**src/rtl/bounded_step_counter.sv**
```systemverilog
// Bounded step counter with STOP / WRAP / BOUNCE run modes and a latched run configuration.
// BOUNCE mode is compiled in only when BOUNDED_STEP_COUNTER_BOUNCE_EN is defined; otherwise mode 10 acts as STOP.
module bounded_step_counter #(
    parameter int Bits     = 8,
    parameter int StepBits = 4
) (
    input  logic                clk_i,
    input  logic                rst_i,
    input  logic                en_i,
    input  logic                load_i,
    input  logic [Bits-1:0]     start_val_i,
    input  logic [Bits-1:0]     end_val_i,
    input  logic [StepBits-1:0] step_i,
    input  logic [1:0]          mode_i,
    output logic [Bits-1:0]     count_o,
    output logic                dir_o,
    output logic                done_o,
    output logic                wrap_o
);

    typedef enum logic [1:0] {
        MODE_STOP   = 2'b00,
        MODE_WRAP   = 2'b01,
        MODE_BOUNCE = 2'b10,
        MODE_RSVD   = 2'b11
    } mode_e;

    logic [Bits-1:0]     start_q, start_d;
    logic [Bits-1:0]     end_q, end_d;
    logic [StepBits-1:0] step_q, step_d;
    mode_e               mode_q, mode_d;
    logic [Bits-1:0]     count_q, count_d;
    logic                done_q, done_d;
    logic                wrap_q, wrap_d;

    logic [Bits:0]       step_ext;
    logic [Bits:0]       up_sum;
    logic [Bits-1:0]     up_next;

    // One extra bit of headroom so count+step never overflows before clamping to the bound.
    assign step_ext = (Bits+1)'(step_q);
    assign up_sum   = {1'b0, count_q} + step_ext;
    assign up_next  = (up_sum >= {1'b0, end_q}) ? end_q : up_sum[Bits-1:0];

`ifdef BOUNDED_STEP_COUNTER_BOUNCE_EN
    logic            dir_q, dir_d;
    logic [Bits:0]   dn_diff;
    logic [Bits-1:0] dn_next;

    // A set top bit means the subtraction borrowed, i.e. count-step went below zero.
    assign dn_diff = {1'b0, count_q} - step_ext;
    assign dn_next = (dn_diff[Bits] || (dn_diff[Bits-1:0] < start_q)) ? start_q : dn_diff[Bits-1:0];
`endif

    always_comb begin
        start_d = start_q;
        end_d   = end_q;
        step_d  = step_q;
        mode_d  = mode_q;
        count_d = count_q;
        done_d  = done_q;
        wrap_d  = 1'b0;
`ifdef BOUNDED_STEP_COUNTER_BOUNCE_EN
        dir_d   = dir_q;
`endif
        if (load_i) begin
            start_d = start_val_i;
            end_d   = end_val_i;
            step_d  = (step_i == '0) ? StepBits'(1) : step_i;
            mode_d  = mode_e'(mode_i);
            count_d = start_val_i;
            done_d  = (start_val_i > end_val_i);
`ifdef BOUNDED_STEP_COUNTER_BOUNCE_EN
            dir_d   = 1'b1;
`endif
        end else if (en_i && !done_q) begin
            case (mode_q)
                MODE_WRAP: begin
                    if (count_q == end_q) begin
                        count_d = start_q;
                        wrap_d  = 1'b1;
                    end else begin
                        count_d = up_next;
                    end
                end
`ifdef BOUNDED_STEP_COUNTER_BOUNCE_EN
                MODE_BOUNCE: begin
                    // A zero-length range has nowhere to bounce to, so the count simply holds.
                    if (start_q != end_q) begin
                        if (dir_q) begin
                            if (count_q < end_q) begin
                                count_d = up_next;
                            end else begin
                                dir_d   = 1'b0;
                                count_d = dn_next;
                                wrap_d  = 1'b1;
                            end
                        end else begin
                            if (count_q > start_q) begin
                                count_d = dn_next;
                            end else begin
                                dir_d   = 1'b1;
                                count_d = up_next;
                                wrap_d  = 1'b1;
                            end
                        end
                    end
                end
`endif
                default: begin
                    count_d = up_next;
                    done_d  = (up_next == end_q);
                end
            endcase
        end
    end

    always_ff @(posedge clk_i) begin
        if (rst_i) begin
            start_q <= '0;
            end_q   <= '0;
            step_q  <= StepBits'(1);
            mode_q  <= MODE_STOP;
            count_q <= '0;
            done_q  <= 1'b1;
            wrap_q  <= 1'b0;
`ifdef BOUNDED_STEP_COUNTER_BOUNCE_EN
            dir_q   <= 1'b1;
`endif
        end else begin
            start_q <= start_d;
            end_q   <= end_d;
            step_q  <= step_d;
            mode_q  <= mode_d;
            count_q <= count_d;
            done_q  <= done_d;
            wrap_q  <= wrap_d;
`ifdef BOUNDED_STEP_COUNTER_BOUNCE_EN
            dir_q   <= dir_d;
`endif
        end
    end

    assign count_o = count_q;
    assign done_o  = done_q;
    assign wrap_o  = wrap_q;
`ifdef BOUNDED_STEP_COUNTER_BOUNCE_EN
    assign dir_o   = dir_q;
`else
    assign dir_o   = 1'b1;
`endif

endmodule

```
**config.mk**
```make
export PLATFORM = sky130hd
export DESIGN_NAME = bounded_step_counter
export DESIGN_NICKNAME = d
export VERILOG_FILES = /design/src/rtl/bounded_step_counter.sv
export SDC_FILE = /design/constraint.sdc
export NUM_CORES = 1
export LEC_CHECK = 0
export CAP_MARGIN = 5
export CORE_UTILIZATION = 27
export DETAILED_ROUTE_END_ITERATION = 8
export GPL_ROUTABILITY_DRIVEN = 0
export PLACE_DENSITY_LB_ADDON = 0.08
export SLEW_MARGIN = 20
export SYNTH_ARGS = -nofsm -noshare
export SYNTH_HDL_FRONTEND = slang
export SYNTH_SLANG_ARGS = --single-unit
```
**constraint.sdc**
```tcl
create_clock -name clk_i -period 6.1 [get_ports clk_i]
set_clock_uncertainty 0.15 [all_clocks]
set_input_delay 1.22 -clock clk_i [delete_from_list [all_inputs] [get_ports clk_i]]
set_output_delay 1.22 -clock clk_i [all_outputs]
set_load 0.01 [all_outputs]
```
==> implementation parameters <==
Parameter                              Value

CTS
  Maximum count of clock buffers along a single path ... 2
  TritonCTS sink count ... 32
  Clock latency of the later-clocked register in the worst-skew pair ... 290 ps
  H-tree depth ... 2
  Hold buffer count at cts ... 0
  TritonCTS clock tree ... yes
  Buffer cell driving the clock tree root ... sky130_fd_sc_hd__clkbuf_8
  Clock buffers created by TritonCTS ... 5
  Buffers inserted during post-CTS setup optimization ... 0
  Number of gates resized after cts ... 0
  Clock transition at the register clock pins on the worst setup and hold paths after CTS ... 70 ps

Synth
  Net count after synthesis ... 318
  Top cells by area, synth ... sky130_fd_sc_hd__dfxtp_1 (27%), sky130_fd_sc_hd__ha_1 (11%), sky130_fd_sc_hd__mux2i_1 (8.0%), sky130_fd_sc_hd__nor2_1 (3.6%), sky130_fd_sc_hd__buf_6 (3.3%)
  Number of synthesized register bits ... 32
  Synth cell types ... 49
  Post-synth top flop ... sky130_fd_sc_hd__dfxtp_1
  Netlist Area Pre-Place ... 2380 sq um
  EDFF count, synth ... 0
  Synth warn ... 0
  Share of async-settable or async-resettable flops after synthesis ... 0%
  Instance count of the mapped netlist ... 271
  Average cell area after synthesis ... 8.77 sq um
  Share of synthesized area occupied by flip-flops and latches ... 27.0%
  Area share of the largest cell type after synthesis ... 27.0%
  Largest area contributor in the netlist ... sky130_fd_sc_hd__dfxtp_1

Setup path
  Setup slack of the worst register-to-register path ... 2800 ps
  Worst-path maximum fanout ... 8
  Worst Path Arrival ... 3310 ps
  Endpoint of the lowest-slack register-to-register path ... count_o[0]
  Worst Path Class, Setup ... reg2reg
  Critical path capture point type ... flip-flop
  Worst Reg2Reg Path Length in Cells ... 12
  Worst Setup Start Kind ... flip-flop
  Worst EP required ... 6110 ps
  Start of the worst register-to-register path ... count_o[0]

Finish
  Share of the core filled with cells ... 34.0%
  Combined flip-flop and latch cell area ... 641 sq um
  Area occupied by multi-input gates ... 1540 sq um
  Area growth from synthesis to final layout ... 19.8%
  Cell Count, Final, Fillers Out ... 405
  Fillcell total ... 911
  Antenna cells ... 0
  Layout cells sized above 1 ... 6.33%
  Nets ... 346

Global routing
  Via count of the first global-routing pass ... 1930
  Global-route usage over all layers ... 15.0%
  Number of antenna violations at the first check in global routing ... 0
  Global-route wire length before repair ... 10.1 mm
  GRT overflow ... 0
  Largest net degree at the start of global routing ... 36

Hold path
  Startpoint of the tightest hold check path ... start_q[2]
  Tightest Hold Check Type ... reg2reg
  Number of instances on the worst hold path ... 2
  Sink of the worst hold path ... start_q[2]

Die
  Core region area ... 8380 sq um
  # IOs ... 37
  Starting density of the core ... 28.3%
  X dimension of the die ... 95.8 um
  Height of the die ... 95.8 um
  Placement Rows ... 33
  Die ar. ... 9180 sq um

STA
  Setup repair after global routing missed its margin ... false
  Slew at the pin closest to its max-slew limit ... 879 ps
  Final worst slack ... 2800 ps
  Endpoints failing hold ... 0
  Aggregate negative setup slack ... 0 ps
  Maximum achievable frequency ... 303 MHz
  Max-slew headroom ... 41.4%
  Number of endpoints failing setup at the final stage ... 0
  Post-route clock period utilization ... 54.2%
  Final max-slew violation count ... 0
  Tmin final ... 3300 ps

Route
  Total wire length ... 6.29 mm
  Vias after detailed routing ... 2037
  Iteration-0 DRC Markers ... 109
  Wire length on met3 ... 187 um
  Met2 WL post-DR ... 2.90 mm
  Uppermost routed layer ... met4
  Post-DRT Antenna Nets ... 0
  Wire per inst ... 15.5 um
  Routed met1 length ... 3.11 mm
  Iteration count of the initial detailed-routing pass ... 4
  Average via count per standard cell ... 5.03
  Remaining DRCs ... 0

Place
  Buffers added on ports ... 35
  Placed cell count ... 397
  Hpwl dp ... 4.93 mm
  Pre-CTS setup slack ... 2760 ps

Job
  Max-cap violations ... 0

Status
  Result of the run ... finished, final reports clean

Power
  Total leakage power ... 1.20 nW
  Total power density per cell area ... 224 nW/um^2
  Worst vdd ir ... 0.0899 mV
## critical path, cell delays in order (launching register included)
cell,delay (ps)
sky130_fd_sc_hd__dfxtp_1,360
sky130_fd_sc_hd__ha_1,260
sky130_fd_sc_hd__fa_1,420
sky130_fd_sc_hd__a21o_1,230
sky130_fd_sc_hd__a21oi_1,270
sky130_fd_sc_hd__xnor2_1,220
sky130_fd_sc_hd__ha_1,290
sky130_fd_sc_hd__o211ai_1,90
sky130_fd_sc_hd__nor2_1,80
sky130_fd_sc_hd__a21oi_1,160
sky130_fd_sc_hd__nand2_1,220
sky130_fd_sc_hd__a211oi_1,310
sky130_fd_sc_hd__o22ai_1,120
## report_power, final
part           internal (mW)  switching [mW]
Clock                  0.121          0.0840
Sequential             0.223          0.0211
Combinational         0.0894          0.0995
## stage by stage
step | hold slack, ps | area, sq um | power [mW]
final | 322 | 2850 | 0.638
after global routing | 347 | 2850 | 0.681
after CTS | 322 | 2850 | 0.647
after detailed placement | 310 | 2740 | 0.440
after global placement | 305 | 2740 | 0.441
after floorplan | 292 | 2380 | 0.377
## sequential cells by signal, summed over array words and instances, names as in the netlist
signal,count
count_o,8
done_o,1
mode_q,2
start_q,8
wrap_o,1
end_q,8
step_q,4
## synth_stat cells (2+ instances only)
library cell	n
sky130_fd_sc_hd__nor2_1	23
sky130_fd_sc_hd__xnor2_1	6
sky130_fd_sc_hd__a221oi_2	2
sky130_fd_sc_hd__buf_6	7
sky130_fd_sc_hd__nand3_1	6
sky130_fd_sc_hd__xor2_1	9
sky130_fd_sc_hd__inv_1	20
sky130_fd_sc_hd__a22oi_1	2
sky130_fd_sc_hd__nand2b_1	3
sky130_fd_sc_hd__a21o_1	2
sky130_fd_sc_hd__o2111ai_1	2
sky130_fd_sc_hd__and3_1	5
sky130_fd_sc_hd__nor4_1	2
sky130_fd_sc_hd__nor2b_1	7
sky130_fd_sc_hd__a21oi_1	11
sky130_fd_sc_hd__o21ai_0	12
sky130_fd_sc_hd__clkbuf_1	4
sky130_fd_sc_hd__mux2i_1	19
sky130_fd_sc_hd__o211ai_1	5
sky130_fd_sc_hd__nor3_1	8
sky130_fd_sc_hd__o21bai_1	4
sky130_fd_sc_hd__a211o_1	2
sky130_fd_sc_hd__dfxtp_1	32
sky130_fd_sc_hd__nand4_1	2
sky130_fd_sc_hd__ha_1	20
sky130_fd_sc_hd__o21ai_1	11
sky130_fd_sc_hd__o22ai_1	3
sky130_fd_sc_hd__a211oi_1	8
sky130_fd_sc_hd__nand2_1	13
sky130_fd_sc_hd__xnor3_1	2
## layer usage
metal  track usage, %  vias to the layer above
li1                 -                     1023
met1             19.9                      969
met2             24.5                       37
met3             3.16                        8
met4             4.23                        0
met5                0                        -
## cells in the final DEF, fill, tap and decap left out, types with 2 or more instances in the layout
cell type and count:
sky130_fd_sc_hd__a211o_1 2, sky130_fd_sc_hd__a211oi_1 8, sky130_fd_sc_hd__a21o_1 2, sky130_fd_sc_hd__a21oi_1 11, sky130_fd_sc_hd__a221oi_2 2, sky130_fd_sc_hd__a22oi_1 2
sky130_fd_sc_hd__and3_1 5, sky130_fd_sc_hd__clkbuf_8 5, sky130_fd_sc_hd__clkdlybuf4s50_1 34, sky130_fd_sc_hd__dfxtp_1 32, sky130_fd_sc_hd__ha_1 20, sky130_fd_sc_hd__inv_1 20
sky130_fd_sc_hd__mux2i_1 19, sky130_fd_sc_hd__nand2_1 13, sky130_fd_sc_hd__nand2b_1 3, sky130_fd_sc_hd__nand3_1 6, sky130_fd_sc_hd__nand4_1 2, sky130_fd_sc_hd__nor2_1 23
sky130_fd_sc_hd__nor2b_1 7, sky130_fd_sc_hd__nor3_1 8, sky130_fd_sc_hd__nor4_1 2, sky130_fd_sc_hd__o2111ai_1 2, sky130_fd_sc_hd__o211ai_1 5, sky130_fd_sc_hd__o21ai_0 12
sky130_fd_sc_hd__o21ai_1 11, sky130_fd_sc_hd__o21bai_1 4, sky130_fd_sc_hd__o22ai_1 3, sky130_fd_sc_hd__xnor2_1 6, sky130_fd_sc_hd__xnor3_1 2, sky130_fd_sc_hd__xor2_1 9
## area by class of cell
class | count | area share, %
inverter | 20 | 2.64
timing repair buffer | 36 | 12.4
clock buffer | 5 | 2.42
tap | 105 | 4.62
clock inverter | 3 | 1.49
sequential | 32 | 22.5
multi-input combinational | 204 | 53.9
## cells by family (layout without fill, tap and decap cells)
group | after synthesis | count (layout) | share of synthesized area, %
DFF | 32 | 32 | 27.0
and+or+nand+nor | 73 | 73 | 15.0
buffers and inverters | 35 | 64 | 8.42
other | 1 | 1 | 0.158
AOI/OAI and AO/OA | 71 | 71 | 21.5
muxes | 20 | 20 | 8.48
xor gates and xnor gates | 18 | 18 | 8.11
adders and majority gates | 21 | 21 | 11.4
## worst max-delay path by stage
stage	from	end	slack, ps	depth (start not counted)
6_report	count_o[0]	count_o[0]	2800	12
5_1_grt	count_o[0]	done_o	2610	12
4_1_cts	count_o[0]	count_o[0]	2800	12
3_5_place_dp	start_val_i[1]	done_o	2760	8
3_3_place_gp	start_val_i[1]	done_o	2770	8
2_1_floorplan	count_o[0]	count_o[2]	3160	12
(Power assumes the default switching activity.)
